<file path="config.mk">
export PLATFORM = sky130hd
export DESIGN_NAME = note_sequencer_flat
export DESIGN_NICKNAME = d
export VERILOG_FILES = /design/src/rtl/note_seq_pkg.sv /design/src/rtl/note_sequencer_if.sv /design/src/rtl/note_sequencer_tick_gen.sv /design/src/rtl/note_sequencer.sv /design/src/flat_wrapper.sv
export SDC_FILE = /design/constraint.sdc
export NUM_CORES = 1
export LEC_CHECK = 0
export BUFFER_PORTS_ARGS = -buffer_cell sky130_fd_sc_hd__buf_2
export CAP_MARGIN = 10
export CORE_ASPECT_RATIO = 1.2
export CORE_MARGIN = 2
export CORE_UTILIZATION = 43
export DETAILED_ROUTE_END_ITERATION = 16
export MAX_ROUTING_LAYER = met4
export PLACE_DENSITY = 0.63
export SYNTH_ARGS = -nofsm -noshare
export SYNTH_HDL_FRONTEND = slang
export SYNTH_SLANG_ARGS = --single-unit
</file>
<file path="constraint.sdc">
create_clock -name clk -period 3.7 [get_ports clk]
set_input_delay 0.555 -clock clk [delete_from_list [all_inputs] [get_ports clk]]
set_output_delay 0.555 -clock clk [all_outputs]
set_load 0.005 [all_outputs]
</file>
<file path="src/rtl/note_seq_pkg.sv">
// note_seq_pkg: shared definitions for the note sequencer.
//   - note entry layout (10 bits: END, REST, 4-bit duration, 4-bit tone index)
//   - FSM state enumeration
//   - helper turning a tone index into the one-hot tone vector
package note_seq_pkg;

  localparam int ENTRY_W  = 10;
  localparam int END_BIT  = 9;
  localparam int REST_BIT = 8;
  localparam int DUR_MSB  = 7;
  localparam int DUR_LSB  = 4;
  localparam int IDX_MSB  = 3;
  localparam int IDX_LSB  = 0;

  typedef enum logic [2:0] {
    S_IDLE,
    S_FETCH,
    S_PLAY,
    S_GAP,
    S_DONE
  } state_e;

  function automatic logic [15:0] tone_onehot(input logic [3:0] idx);
    return 16'h0001 << idx;
  endfunction

endpackage

</file>
<file path="src/rtl/note_sequencer_if.sv">
// note_sequencer_if: control/loader bus and audio outputs of the sequencer.
//   master: user side (drives write port, play/stop/loop, vol_in)
//   slave : sequencer side (drives tone, volume, busy, done, note_idx)
interface note_sequencer_if #(
  parameter int AW = 5
) ();
  import note_seq_pkg::*;

  logic               wr_en;
  logic [AW-1:0]      wr_addr;
  logic [ENTRY_W-1:0] wr_data;
  logic               play;
  logic               stop;
  logic               loop;
  logic [7:0]         vol_in;
  logic [15:0]        tone;
  logic [7:0]         volume;
  logic               busy;
  logic               done;
  logic [AW-1:0]      note_idx;

  modport master (
    output wr_en, wr_addr, wr_data, play, stop, loop, vol_in,
    input  tone, volume, busy, done, note_idx
  );

  modport slave (
    input  wr_en, wr_addr, wr_data, play, stop, loop, vol_in,
    output tone, volume, busy, done, note_idx
  );

endinterface

</file>
<file path="src/rtl/note_sequencer_tick_gen.sv">
// tick_gen: beat tick generator.
//   clk, rst_n : clock, asynchronous active-low reset
//   clr        : synchronous restart of the divider (next cycle counts from 0)
//   tick       : high for one cycle every TICK_DIV cycles
module tick_gen #(
  parameter int TICK_DIV = 6250000
) (
  input  logic clk,
  input  logic rst_n,
  input  logic clr,
  output logic tick
);
  localparam int CW = (TICK_DIV > 1) ? $clog2(TICK_DIV) : 1;

  logic [CW-1:0] cnt_q;

  assign tick = (cnt_q == CW'(TICK_DIV - 1));

  always_ff @(posedge clk or negedge rst_n) begin
    if (!rst_n) begin
      cnt_q <= '0;
    end else if (clr || tick) begin
      cnt_q <= '0;
    end else begin
      cnt_q <= cnt_q + 1'b1;
    end
  end

endmodule

</file>
<file path="src/rtl/note_sequencer.sv">
// note_sequencer: programmable melody player.
//   clk, rst_n : clock, asynchronous active-low reset
//   bus.slave  : note RAM write port, play/stop/loop/vol_in controls,
//                one-hot tone, volume, busy, done pulse, note_idx
// Notes are fetched from a synchronous-read RAM, each held for D beat ticks
// (D=0 means 16), optionally followed by GAP_TICKS silent ticks.
module note_sequencer
  import note_seq_pkg::*;
#(
  parameter int TICK_DIV  = 6250000,
  parameter int GAP_TICKS = 1,
  parameter int DEPTH     = 32,
  parameter int AW        = 5
) (
  input logic            clk,
  input logic            rst_n,
  note_sequencer_if.slave bus
);
  // Tick counter must hold both a 16-tick note and the gap length.
  localparam int TW = ($clog2(GAP_TICKS + 1) > 4) ? $clog2(GAP_TICKS + 1) : 4;

  logic [ENTRY_W-1:0] mem [DEPTH];
  logic [ENTRY_W-1:0] rd_data_q;
  logic [AW-1:0]      rd_addr;
  logic [AW-1:0]      addr_q;
  logic [AW-1:0]      addr_inc;
  logic               at_end;
  state_e             state_q;
  state_e             adv_state;
  logic [15:0]        tone_q;
  logic [7:0]         volume_q;
  logic [3:0]         dur_q;
  logic [3:0]         dur_m1;
  logic [TW-1:0]      ticks_q;
  logic               tick;
  logic               tick_clr;
  logic               last_tick;

  assign at_end    = (addr_q == AW'(DEPTH - 1));
  assign addr_inc  = at_end ? '0 : addr_q + 1'b1;
  // 4-bit wrap makes duration 0 compare against 15, i.e. 16 ticks.
  assign dur_m1    = dur_q - 4'd1;
  assign adv_state = (at_end && !bus.loop) ? S_DONE : S_FETCH;

  // The read address is the address the FSM will hold in its next FETCH
  // cycle, so the registered read data is ready exactly during FETCH.
  always_comb begin
    rd_addr   = '0;
    last_tick = 1'b0;
    if (state_q == S_PLAY) begin
      rd_addr   = addr_inc;
      last_tick = tick && (ticks_q == TW'(dur_m1));
    end else if (state_q == S_GAP) begin
      rd_addr   = addr_inc;
      last_tick = tick && (ticks_q == TW'(GAP_TICKS - 1));
    end
  end

  // Divider is held cleared outside PLAY/GAP and restarted at each phase
  // boundary so every note and gap starts on a full tick period.
  assign tick_clr = !(state_q == S_PLAY || state_q == S_GAP) || last_tick;

  tick_gen #(.TICK_DIV(TICK_DIV)) u_tick (
    .clk  (clk),
    .rst_n(rst_n),
    .clr  (tick_clr),
    .tick (tick)
  );

  // Note RAM: not reset, read-before-write on address collision.
  always_ff @(posedge clk) begin
    if (bus.wr_en) begin
      mem[bus.wr_addr] <= bus.wr_data;
    end
    rd_data_q <= mem[rd_addr];
  end

  always_ff @(posedge clk or negedge rst_n) begin
    if (!rst_n) begin
      state_q  <= S_IDLE;
      addr_q   <= '0;
      tone_q   <= '0;
      volume_q <= '0;
      dur_q    <= '0;
      ticks_q  <= '0;
    end else if (bus.stop) begin
      state_q  <= S_IDLE;
      tone_q   <= '0;
      volume_q <= '0;
    end else begin
      case (state_q)
        S_IDLE: begin
          if (bus.play) begin
            state_q  <= S_FETCH;
            addr_q   <= '0;
            volume_q <= bus.vol_in;
          end
        end
        S_FETCH: begin
          if (rd_data_q[END_BIT]) begin
            // Looping an END found at address 0 would spin forever.
            if (bus.loop && addr_q != '0) begin
              addr_q <= '0;
            end else begin
              state_q <= S_DONE;
            end
          end else begin
            state_q <= S_PLAY;
            dur_q   <= rd_data_q[DUR_MSB:DUR_LSB];
            ticks_q <= '0;
            tone_q  <= rd_data_q[REST_BIT] ? 16'h0000
                                           : tone_onehot(rd_data_q[IDX_MSB:IDX_LSB]);
          end
        end
        S_PLAY: begin
          if (tick) begin
            ticks_q <= ticks_q + 1'b1;
          end
          if (last_tick) begin
            tone_q  <= '0;
            ticks_q <= '0;
            if (GAP_TICKS == 0) begin
              state_q <= adv_state;
              addr_q  <= addr_inc;
            end else begin
              state_q <= S_GAP;
            end
          end
        end
        S_GAP: begin
          if (tick) begin
            ticks_q <= ticks_q + 1'b1;
          end
          if (last_tick) begin
            ticks_q <= '0;
            state_q <= adv_state;
            addr_q  <= addr_inc;
          end
        end
        S_DONE: begin
          state_q <= S_IDLE;
        end
        default: begin
          state_q <= S_IDLE;
        end
      endcase
    end
  end

  assign bus.tone     = tone_q;
  assign bus.volume   = volume_q;
  assign bus.busy     = (state_q != S_IDLE);
  assign bus.done     = (state_q == S_DONE);
  assign bus.note_idx = addr_q;

endmodule

</file>
<file path="src/flat_wrapper.sv">
// flat-port wrapper written by rule: the top's interface ports become plain ports
module note_sequencer_flat import note_seq_pkg::*;
#(
  parameter int TICK_DIV  = 6250000,
  parameter int GAP_TICKS = 1,
  parameter int DEPTH     = 32,
  parameter int AW        = 5
)
  (clk, rst_n, bus_wr_en, bus_wr_addr, bus_wr_data, bus_play, bus_stop, bus_loop, bus_vol_in, bus_tone, bus_volume, bus_busy, bus_done, bus_note_idx);
  note_sequencer_if #(.AW(AW)) bus_i ();
  input logic clk;
  input logic rst_n;
  input wire logic [$bits(bus_i.wr_en)-1:0] bus_wr_en;
  input wire logic [$bits(bus_i.wr_addr)-1:0] bus_wr_addr;
  input wire logic [$bits(bus_i.wr_data)-1:0] bus_wr_data;
  input wire logic [$bits(bus_i.play)-1:0] bus_play;
  input wire logic [$bits(bus_i.stop)-1:0] bus_stop;
  input wire logic [$bits(bus_i.loop)-1:0] bus_loop;
  input wire logic [$bits(bus_i.vol_in)-1:0] bus_vol_in;
  output wire logic [$bits(bus_i.tone)-1:0] bus_tone;
  output wire logic [$bits(bus_i.volume)-1:0] bus_volume;
  output wire logic [$bits(bus_i.busy)-1:0] bus_busy;
  output wire logic [$bits(bus_i.done)-1:0] bus_done;
  output wire logic [$bits(bus_i.note_idx)-1:0] bus_note_idx;
  assign bus_i.wr_en = bus_wr_en;
  assign bus_i.wr_addr = bus_wr_addr;
  assign bus_i.wr_data = bus_wr_data;
  assign bus_i.play = bus_play;
  assign bus_i.stop = bus_stop;
  assign bus_i.loop = bus_loop;
  assign bus_i.vol_in = bus_vol_in;
  assign bus_tone = bus_i.tone;
  assign bus_volume = bus_i.volume;
  assign bus_busy = bus_i.busy;
  assign bus_done = bus_i.done;
  assign bus_note_idx = bus_i.note_idx;
  note_sequencer #(.TICK_DIV(TICK_DIV), .GAP_TICKS(GAP_TICKS), .DEPTH(DEPTH), .AW(AW)) u_core (.clk(clk), .rst_n(rst_n), .bus(bus_i));
endmodule
</file>
# Word-level counts from Yosys, hierarchy flattened
# Memory sizes are Yosys's and may differ from the RTL's. A register that Yosys moved wholly into a read port is not among the register bits.
# Index checks and enable logic that the tools add are counted.
[classes]
div_mod_pow = 0
mul = 0
n_reduce_logical = 25
shifts = 1
eq_ne = 18
mux = 33
bitwise_logic = 2
add_sub_neg = 4
magnitude_cmp = 0
[ops]
columns = ["operator", "n"]
rows = [
  ["2-to-1 mux 16 bit", 4],
  ["2-to-1 mux 5 bit", 7],
  ["one-hot mux 16 bit (2 select lines)", 1],
  ["2-to-1 mux 8 bit", 3],
  ["adder 23 x 1 -> 23 bit (second input constant)", 1],
  ["== test 23 bit (second input constant)", 1],
  ["2-to-1 mux 23 bit", 1],
  ["2-to-1 mux 3 bit", 7],
  ["<< shifter 1 x 4 -> 16 bit (first input constant)", 1],
  ["one-hot mux 5 bit (3 select lines)", 1],
  ["2-to-1 mux 4 bit", 3],
  ["one-hot mux 3 bit (4 select lines)", 1],
  ["nonzero test 3 bit", 3],
  ["one-hot mux 4 bit (2 select lines)", 1],
  ["AND reduction 4 bit", 2],
  ["== test 3 x 2 -> 1 bit (second input constant)", 2],
  ["inequality test 2 x 1 -> 1 bit (second input constant)", 3],
  ["inequality test 3 x 2 -> 1 bit (second input constant)", 2],
  ["inequality test 3 bit (second input constant)", 2],
  ["AND reduction 3 bit", 2],
  ["AND reduction 6 bit", 1],
  ["nonzero test 2 bit", 3],
  ["adder 5 x 1 -> 5 bit (second input constant)", 1],
  ["== test 5 bit (second input constant)", 1],
  ["18 further kinds", 29],
]
[word_totals]
elab_cells = 91
latchBits = 0
input_bits = 29
memories = 1
ff_bits = 63
out_inout_bits = 31
ram_bits = 320
mem_bits_ro = 0
[memory_table]
columns = ["memory", "words", "word_bits", "rd", "rd_clocked_by_memory_dff", "write_ports", "line_no", "source"]
rows = [
  ["u_core.mem", 32, 10, 1, 1, 1, "note_sequencer.sv:22", "logic [ENTRY_W-1:0] mem [DEPTH];"],
]

# Logic depth before layout (Yosys ltp)
# Gate-level depths: netlist of the first run.
[logic_depth]
word_depth = 7
mapped_depth = 12
depth_no_buf = 9

# Modules after synthesis
# A second synthesis of the first run with hierarchy kept.
[hier_totals]
cells_unflattened = 1297
area_unflattened_um2 = 17204.0
[by_module_without_submodules]
columns = ["module", "cells_each", "instances", "area_per_inst_um2"]
rows = [
  ["note_sequencer", 1170, 1, 15976.6],
  ["tick_gen", 127, 1, 1227.4],
]

# Worst setup path before layout of the first run
# Ideal clock, no wire load.
[synth_timing]
path_type = "flip-flop to flip-flop"
start = "register u_core.addr_q[0] (netlist: u_core.bus.note_idx[0])"
end = "register u_core.rd_data_q[0], read port of u_core.mem"
synth_period_minus_slack_ns = 2.657
setup_ns = 0.125
slack_ns = 1.043
path_stages_with_launch = 11
arrival_ns = 2.531
n_path_buf = 2
path_cell_list = "dfrtp_1 > ha_1 > and3_1 > ha_1 > or3b_1 > clkbuf_1 > clkbuf_1 > nor2_1 > nand4_1 > o22ai_1 > nor3_2"
[synth_between]
elab_chain_len = 4
elab_cells_between_ends = 5
[synth_rtl]
columns = ["item", "line_no", "source"]
rows = [
  ["start, declared", "note_sequencer.sv:25", "logic [AW-1:0] addr_q;"],
  ["start signal, assigned", "note_sequencer.sv:124", "addr_q <= addr_inc;"],
  ["start signal, assigned", "note_sequencer.sv:137", "addr_q <= addr_inc;"],
  ["adder 5 x 1 -> 5 bit or == test 5 bit (tied branches)", "note_sequencer.sv:40, note_sequencer.sv:39", ""],
  ["2-to-1 mux 5 bit *", "note_sequencer.sv:40", "assign addr_inc = at_end ? '0 : addr_q + 1'b1;"],
  ["2-to-1 mux 5 bit", "note_sequencer.sv:53", "end else if (state_q == S_GAP) begin"],
  ["2-to-1 mux 5 bit *", "note_sequencer.sv:50", "if (state_q == S_PLAY) begin"],
  ["end, declared", "note_sequencer.sv:23", "logic [ENTRY_W-1:0] rd_data_q;"],
]
# Every way passes the cells marked *; elsewhere a longest branch is shown, timed or not.
# A chain may end at the register's enable or synchronous reset.

# Final worst setup path of the first run
[layout_timing]
start = "register u_core.addr_q[1] (netlist: u_core.bus.note_idx[1])"
end = "register u_core.rd_data_q[3], read port of u_core.mem"
# Same word-level chain as after synthesis.

==> flow_summary.yaml, run 1 <==
worst_setup_path:
  worst_r2r_startpoint: "u_core.bus.note_idx[1]$_DFFE_PN0P_"
  worst_setup_path_start_kind: "flop"
  cpMostUsedCell: "sky130_fd_sc_hd__ha_1"
  cp_data_required_time_ns: 4.12
  largest_stage_delay_on_the_critical_path_ns: 0.66
  ff2ff_setup_slack_ns: 0.42
  end_kind: "flop"
  worstPathBufferInverterCount: 0
  timing.critical_path.arrival_ns: 3.70
  timing.critical_path.cells: "ha_1 > and3_1 > ha_1 > or3b_1 > a2111o_1 > a21oi_1 > or4_1 > nor3_2"
  critPathMaxFanout: 16
  worstSetupPathType: "flop to flop"
  critical_path.slowest_cell: "sky130_fd_sc_hd__a2111o_1"
  worstSetupStartpoint: "u_core.bus.note_idx[1]$_DFFE_PN0P_"
  critPathTopFamily: "simple AND/OR/NAND/NOR gates"
placed_design:
  placement.setup.worst_slack_ns: 0.4891
  port_buffers: 59
  routabilityCongestion: 0.9472
  dpl.hpwl_mm: 25.67
drt:
  detail_route.vias_per_cell: 5.745
  drc_errors: 0
  drt_pass1_iterations: 5
  routed_wire_length_mm: 41.84
  initialDrtViolationCount: 1207
  detail_route.wl_per_cell_um: 22.06
  vias: 10890
  ant_nets: 0
timing:
  worst-slew-pin-transition_ns: 0.9972
  slew_viol_final: 0
  clock_skew_ns: 0.008535
  finalHoldViolations: 0
  fin_worst_hold_slack_ns: 0.1039
  slew_headroom_pct: 33.28
  final.setup.worst_slack_ns: 0.4235
  timing.setup.tns_ns: 0
  setup_viol: 0
  final_worst_path_period_need_ns: 3.276
  unrepaired_setup_endpoints_after_global_routing: "no"
  timing.final.crit_share_pct: 88.55
  achievable-frequency_mhz: 305.2
floorplan:
  dieHeight_um: 218.7
  die_width_um: 182.9
  fp-row-count: 78
  floorplan.io_pins: 60
  core_um2: 37870
  dieArea_um2: 39990
  starting_density_of_the_core_pct: 43.61
power:
  power.ir.vdd_worst_mv: 0.3835
  power.total_w: 0.01150
  p_leak_nw: 6.613
  power_per_cell_area_nw_per_um2: 612.4
clock_network:
  cts.path.max_buffers: 3
  ctsHtreeMaxLevel: 2
  post-cts-setup-buffer-count: 0
  clk-insertion-delay-late_ns: 0.54
  cts_sinks: 393
  tritoncts: "built"
  clkTransAtPathRegs_ns: 0.06
  hold_fix_buffer_count_after_cts: 0
  post_cts.resized_instances: 0
  cts_buffers: 42
  root_buffer: "sky130_fd_sc_hd__clkbuf_16"
final_layout:
  utilization_pct: 49.57
  multi_input_gate_area_in_the_final_layout_um2: 4750
  final_common_cell: "sky130_fd_sc_hd__edfxtp_1"
  layout_nets: 1420
  area_growth_syn_to_layout_pct: 13.68
  layout-drive-gt1-share_pct: 13.98
  final-seq-area_um2: 11390
  layout.filler_cells: 3262
  mostFrequentLayoutCells: "320 x sky130_fd_sc_hd__edfxtp_1, 226 x sky130_fd_sc_hd__nand2_1, 93 x sky130_fd_sc_hd__a21oi_1"
  antenna-diode-count: 0
global_route:
  vias_in_the_first_global_route: 10520
  grt_pass1_wl_mm: 64.05
  grt_remaining_overflow: 0
  antenna_violations_before_repair: 0
  groute.usage.overall_pct: 21.78
  grt_start_max_net_pins: 110
hold_path:
  timing.hold.worst.class: "input port to asynchronous set/reset pin"
synth:
  share_of_synthesized_registers_carrying_an_async_set_or_reset_pct: 16.03
  yosys_most_used_dff: "sky130_fd_sc_hd__edfxtp_1"
  distinct_cells_synth: 60
  syn-num-nets: 1363
  synth-seq-cells: 393
  synthesis.yosys.warnings: 0
  synth_area_um2: 16510
  synth_cells: 1327
  seq_area_frac_synth_pct: 68.95
  avgSynthCellArea_um2: 12.44
  synth_enable_flop_cells: 320
run:
  cap_viol_max_count: 0
status:
  result_of_the_run: "completed"
cells by family after synthesis:
family	count (synthesis)	share of synthesized area, %
AO/OA/AOI/OAI	231	8.229
flip-flops	393	68.95
multiplexers	43	2.841
XOR/XNOR	27	1.515
buffers and inverters	91	2.500
AND/OR/NAND/NOR	535	15.43
adder cells (fa/ha/maj)	7	0.5304
path summary, 6_finish.rpt:
| check | end | cells past startpoint |
|---|---|---|
| max reg2reg | u_core.rd_data_q[3]$_DFF_P_ | 8 |
| max | u_core.rd_data_q[3]$_DFF_P_ | 8 |
| min | u_core.u_tick.cnt_q[3]$_DFF_PN0_ | 1 |
| min in group clk | u_core.bus.volume[6]$_DFFE_PN0P_ | 3 |
| min reg2reg | u_core.u_tick.cnt_q[0]$_DFF_PN0_ | 1 |
| max in group asynchronous | u_core.bus.tone[14]$_DFFE_PN0P_ | 2 |
area by class of cell:
type,count,share of cell area [%]
tap,480,3.199
clock inverter,17,1.153
clock buffer,59,6.325
timing repair buffer,90,3.079
multi-input combinational,843,25.30
inverter,14,0.2799
sequential,393,60.66
layer usage:
metal | global-route usage (%) | up-vias | wire [um]
met5 | - | - | 0
met4 | 8.187 | 0 | 1592
met3 | 3.149 | 98 | 2411
met2 | 36.10 | 403 | 20880
met1 | 27.32 | 5379 | 16950
li1 | - | 5012 | -
per-stage QoR:
step / instances / area [um2]
after floorplan: 1327 / 16510
after global placement: 1820 / 17370
after detailed placement: 1820 / 17370
after CTS: 1896 / 18770
after global routing: 1896 / 18770
final: 1896 / 18770
cells in the mapped netlist, types with 12 or more instances:
cell type	instances	area, um2
sky130_fd_sc_hd__a21oi_1	93	465.5
sky130_fd_sc_hd__nor2_1	85	319.1
sky130_fd_sc_hd__inv_1	14	52.55
sky130_fd_sc_hd__edfxtp_1	320	9609
sky130_fd_sc_hd__or3_1	33	206.5
sky130_fd_sc_hd__xor2_1	17	148.9
sky130_fd_sc_hd__o21ai_0	53	265.3
sky130_fd_sc_hd__nor3_1	22	110.1
sky130_fd_sc_hd__nand2_1	227	852.1
sky130_fd_sc_hd__a211oi_1	12	90.09
sky130_fd_sc_hd__mux2_2	31	349.1
sky130_fd_sc_hd__mux2i_1	12	120.1
sky130_fd_sc_hd__nand3_1	92	460.4
sky130_fd_sc_hd__buf_2	24	120.1
sky130_fd_sc_hd__dfrtp_1	63	1577
sky130_fd_sc_hd__clkbuf_1	37	138.9
sky130_fd_sc_hd__o22ai_1	31	193.9
sky130_fd_sc_hd__o31ai_1	13	97.59
flip-flops by register name, summed over array words and instances, names as in the netlist:
register and cells:
u_core.bus.volume 8, u_core.ticks_q 4, u_core.state_q 3, u_core.dur_q 4, u_core.rd_data_q 10, u_core.u_tick.cnt_q 23, u_core.bus.tone 16, u_core.bus.note_idx 5
u_core.mem 320
power breakdown:
| part | internal [W] | total (W) | switching [W] |
|---|---|---|---|
| Combinational | 0.000720 | 0.00210 | 0.00138 |
| Clock | 0.00259 | 0.00427 | 0.00168 |
| Sequential | 0.00497 | 0.00513 | 0.000157 |
| Total | 0.00828 | 0.0115 | 0.00321 |
No activity file was read; power rests on OpenSTA's default activity.
==> inputs of run 2 (changes only) <==
--- a/config.mk
+++ b/config.mk
@@ -6,8 +6,8 @@
 export NUM_CORES = 1
 export LEC_CHECK = 0
 export BUFFER_PORTS_ARGS = -buffer_cell sky130_fd_sc_hd__buf_2
-export CAP_MARGIN = 10
-export CORE_ASPECT_RATIO = 1.2
+export CAP_MARGIN = 20
+export CORE_ASPECT_RATIO = 1.4
 export CORE_MARGIN = 2
 export CORE_UTILIZATION = 43
 export DETAILED_ROUTE_END_ITERATION = 16
==> constraint.sdc (replaced) <==
create_clock -name clk -period 3.85 [get_ports clk]
set_input_delay 0.5775 -clock clk [delete_from_list [all_inputs] [get_ports clk]]
set_output_delay 0.5775 -clock clk [all_outputs]
set_load 0.005 [all_outputs]
==> run 2 against run 1 <==
  * Global-route usage grew 0.48 points
  * Count of clock-buffer cells in the layout shrank 10
  * Via count grew 1.1%
  * Setup slack gained 0.16 ns
  * Design area shrank 0.95%
  * First-iteration DRC count grew 9.0%
  * Critical endpoint is now u_core.rd_data_q[7]$_DFF_P_
  * Largest power group unchanged
==> flow_summary.yaml, run 2 (synthesized netlist as in run 1, its figures left out) <==
placed_design:
  routabilityCongestion: 0.8844
  placed_cell_area_um2: 17380
  port_buffers: 59
  dpl.hpwl_mm: 26.41
drt:
  vias: 11020
  detail_route.wl_per_cell_um: 22.98
  drc_errors: 0
  drt_pass1_iterations: 5
  routed_wire_length_mm: 43.33
  initialDrtViolationCount: 1316
  detail_route.vias_per_cell: 5.841
  ant_nets: 0
worst_setup_path:
  critPathTopFamily: "simple AND/OR/NAND/NOR gates"
  largest_stage_delay_on_the_critical_path_ns: 0.65
  worstPathBufferInverterCount: 1
  timing.critical_path.arrival_ns: 3.69
  cp_data_required_time_ns: 4.27
  critPathMaxFanout: 31
  critical_path.slowest_cell: "sky130_fd_sc_hd__or3b_1"
  timing.critical_path.cells: "ha_1 > and3_1 > ha_1 > or3b_1 > buf_12 > or3_1 > o21ai_0 > a21oi_1 > a211oi_1 > nor3_2"
  worstSetupPathType: "flop to flop"
  end_kind: "flop"
  cpMostUsedCell: "sky130_fd_sc_hd__ha_1"
  worst_setup_path_start_kind: "flop"
floorplan:
  dieArea_um2: 40010
  fp-row-count: 84
  floorplan.io_pins: 60
  core_um2: 37730
  die_width_um: 169.6
  dieHeight_um: 235.9
  starting_density_of_the_core_pct: 43.77
timing:
  timing.setup.tns_ns: 0
  clock_skew_ns: 0.02021
  slew_viol_final: 0
  setup_viol: 0
  worst-slew-pin-transition_ns: 1.218
  timing.final.crit_share_pct: 84.93
  final_worst_path_period_need_ns: 3.270
  achievable-frequency_mhz: 305.8
  unrepaired_setup_endpoints_after_global_routing: "no"
  slew_headroom_pct: 18.52
  finalHoldViolations: 0
run:
  cap_viol_max_count: 0
power:
  p_leak_nw: 6.532
  power.ir.vdd_worst_mv: 0.3734
  power.total_w: 0.01059
  power_per_cell_area_nw_per_um2: 569.8
status:
  result_of_the_run: "completed"
clock_network:
  cts_buffers: 40
  post-cts-setup-buffer-count: 0
  root_buffer: "sky130_fd_sc_hd__clkbuf_16"
  cts_sinks: 393
  clkTransAtPathRegs_ns: 0.06
  hold_fix_buffer_count_after_cts: 0
  ctsHtreeMaxLevel: 2
  cts.path.max_buffers: 3
  post_cts.resized_instances: 0
  clk-insertion-delay-late_ns: 0.55
  tritoncts: "built"
global_route:
  vias_in_the_first_global_route: 10730
  antenna_violations_before_repair: 0
  grt_pass1_wl_mm: 65.29
  grt_start_max_net_pins: 71
  groute.usage.overall_pct: 22.26
  grt_remaining_overflow: 0
final_layout:
  final_common_cell: "sky130_fd_sc_hd__edfxtp_1"
  largest-register: "u_core.mem"
  number_of_flip_flops_under_the_largest_register_name: 320
  layout_nets: 1419
  fin_area_um2: 18590
  area_growth_syn_to_layout_pct: 12.59
  layout-drive-gt1-share_pct: 13.52
  mostFrequentLayoutCells: "320 x sky130_fd_sc_hd__edfxtp_1, 226 x sky130_fd_sc_hd__nand2_1, 93 x sky130_fd_sc_hd__a21oi_1"
  antenna-diode-count: 0
hold_path:
  timing.hold.worst.class: "input port to asynchronous set/reset pin"
==> run 2: worst paths after layout <==
check	start	to	slack, ns	depth (start not counted)
setup / recovery	u_core.bus.note_idx[1]$_DFFE_PN0P_	u_core.rd_data_q[7]$_DFF_P_	0.58	10
hold / removal	rst_n	u_core.u_tick.cnt_q[9]$_DFF_PN0_	0.17	1
setup reg to reg	u_core.bus.note_idx[1]$_DFFE_PN0P_	u_core.rd_data_q[7]$_DFF_P_	0.58	10
hold reg to reg	u_core.u_tick.cnt_q[0]$_DFF_PN0_	u_core.u_tick.cnt_q[0]$_DFF_PN0_	0.45	1
max in group asynchronous	rst_n	u_core.bus.tone[13]$_DFFE_PN0P_	2.82	2
min in group clk	bus_vol_in[1]	u_core.bus.volume[1]$_DFFE_PN0P_	0.28	3
==> run 2: power by group <==
group          switching, W  internal [W]
clock               0.00158       0.00197
sequential         0.000168       0.00478
combinational       0.00138      0.000718
==> run 2: final cells by class <==
| type | instances | area, um2 |
|---|---|---|
| clock buffers | 49 | 1066 |
| clock inverters | 23 | 111.4 |
| fillers | 3290 | 19140 |
| inverters | 14 | 52.55 |
| multi-input cells | 843 | 4750 |
| flip-flops and latches | 393 | 11390 |
| well taps | 473 | 591.8 |
| repair buffers | 91 | 634.4 |
==> run 2: metrics by stage <==
step	setup slack (ns)	hold slack, ns	util, %	instances
global route	0.4266	0.2412	49.28	1886
floorplan	1.193	0.2819	-	1327
global placement	0.6718	0.4387	46.07	1811
CTS	0.6580	0.1962	49.19	1883
finish	0.5802	0.1702	49.28	1886
detailed placement	0.6750	0.4568	46.07	1811
==> run 2: layer usage <==
| metal | share of wire [%] | track usage [%] |
|---|---|---|
| met5 | 0 | - |
| met4 | 4.3 | 9.350 |
| met3 | 6.1 | 3.121 |
| met2 | 50 | 37.20 |
| met1 | 39 | 27.09 |
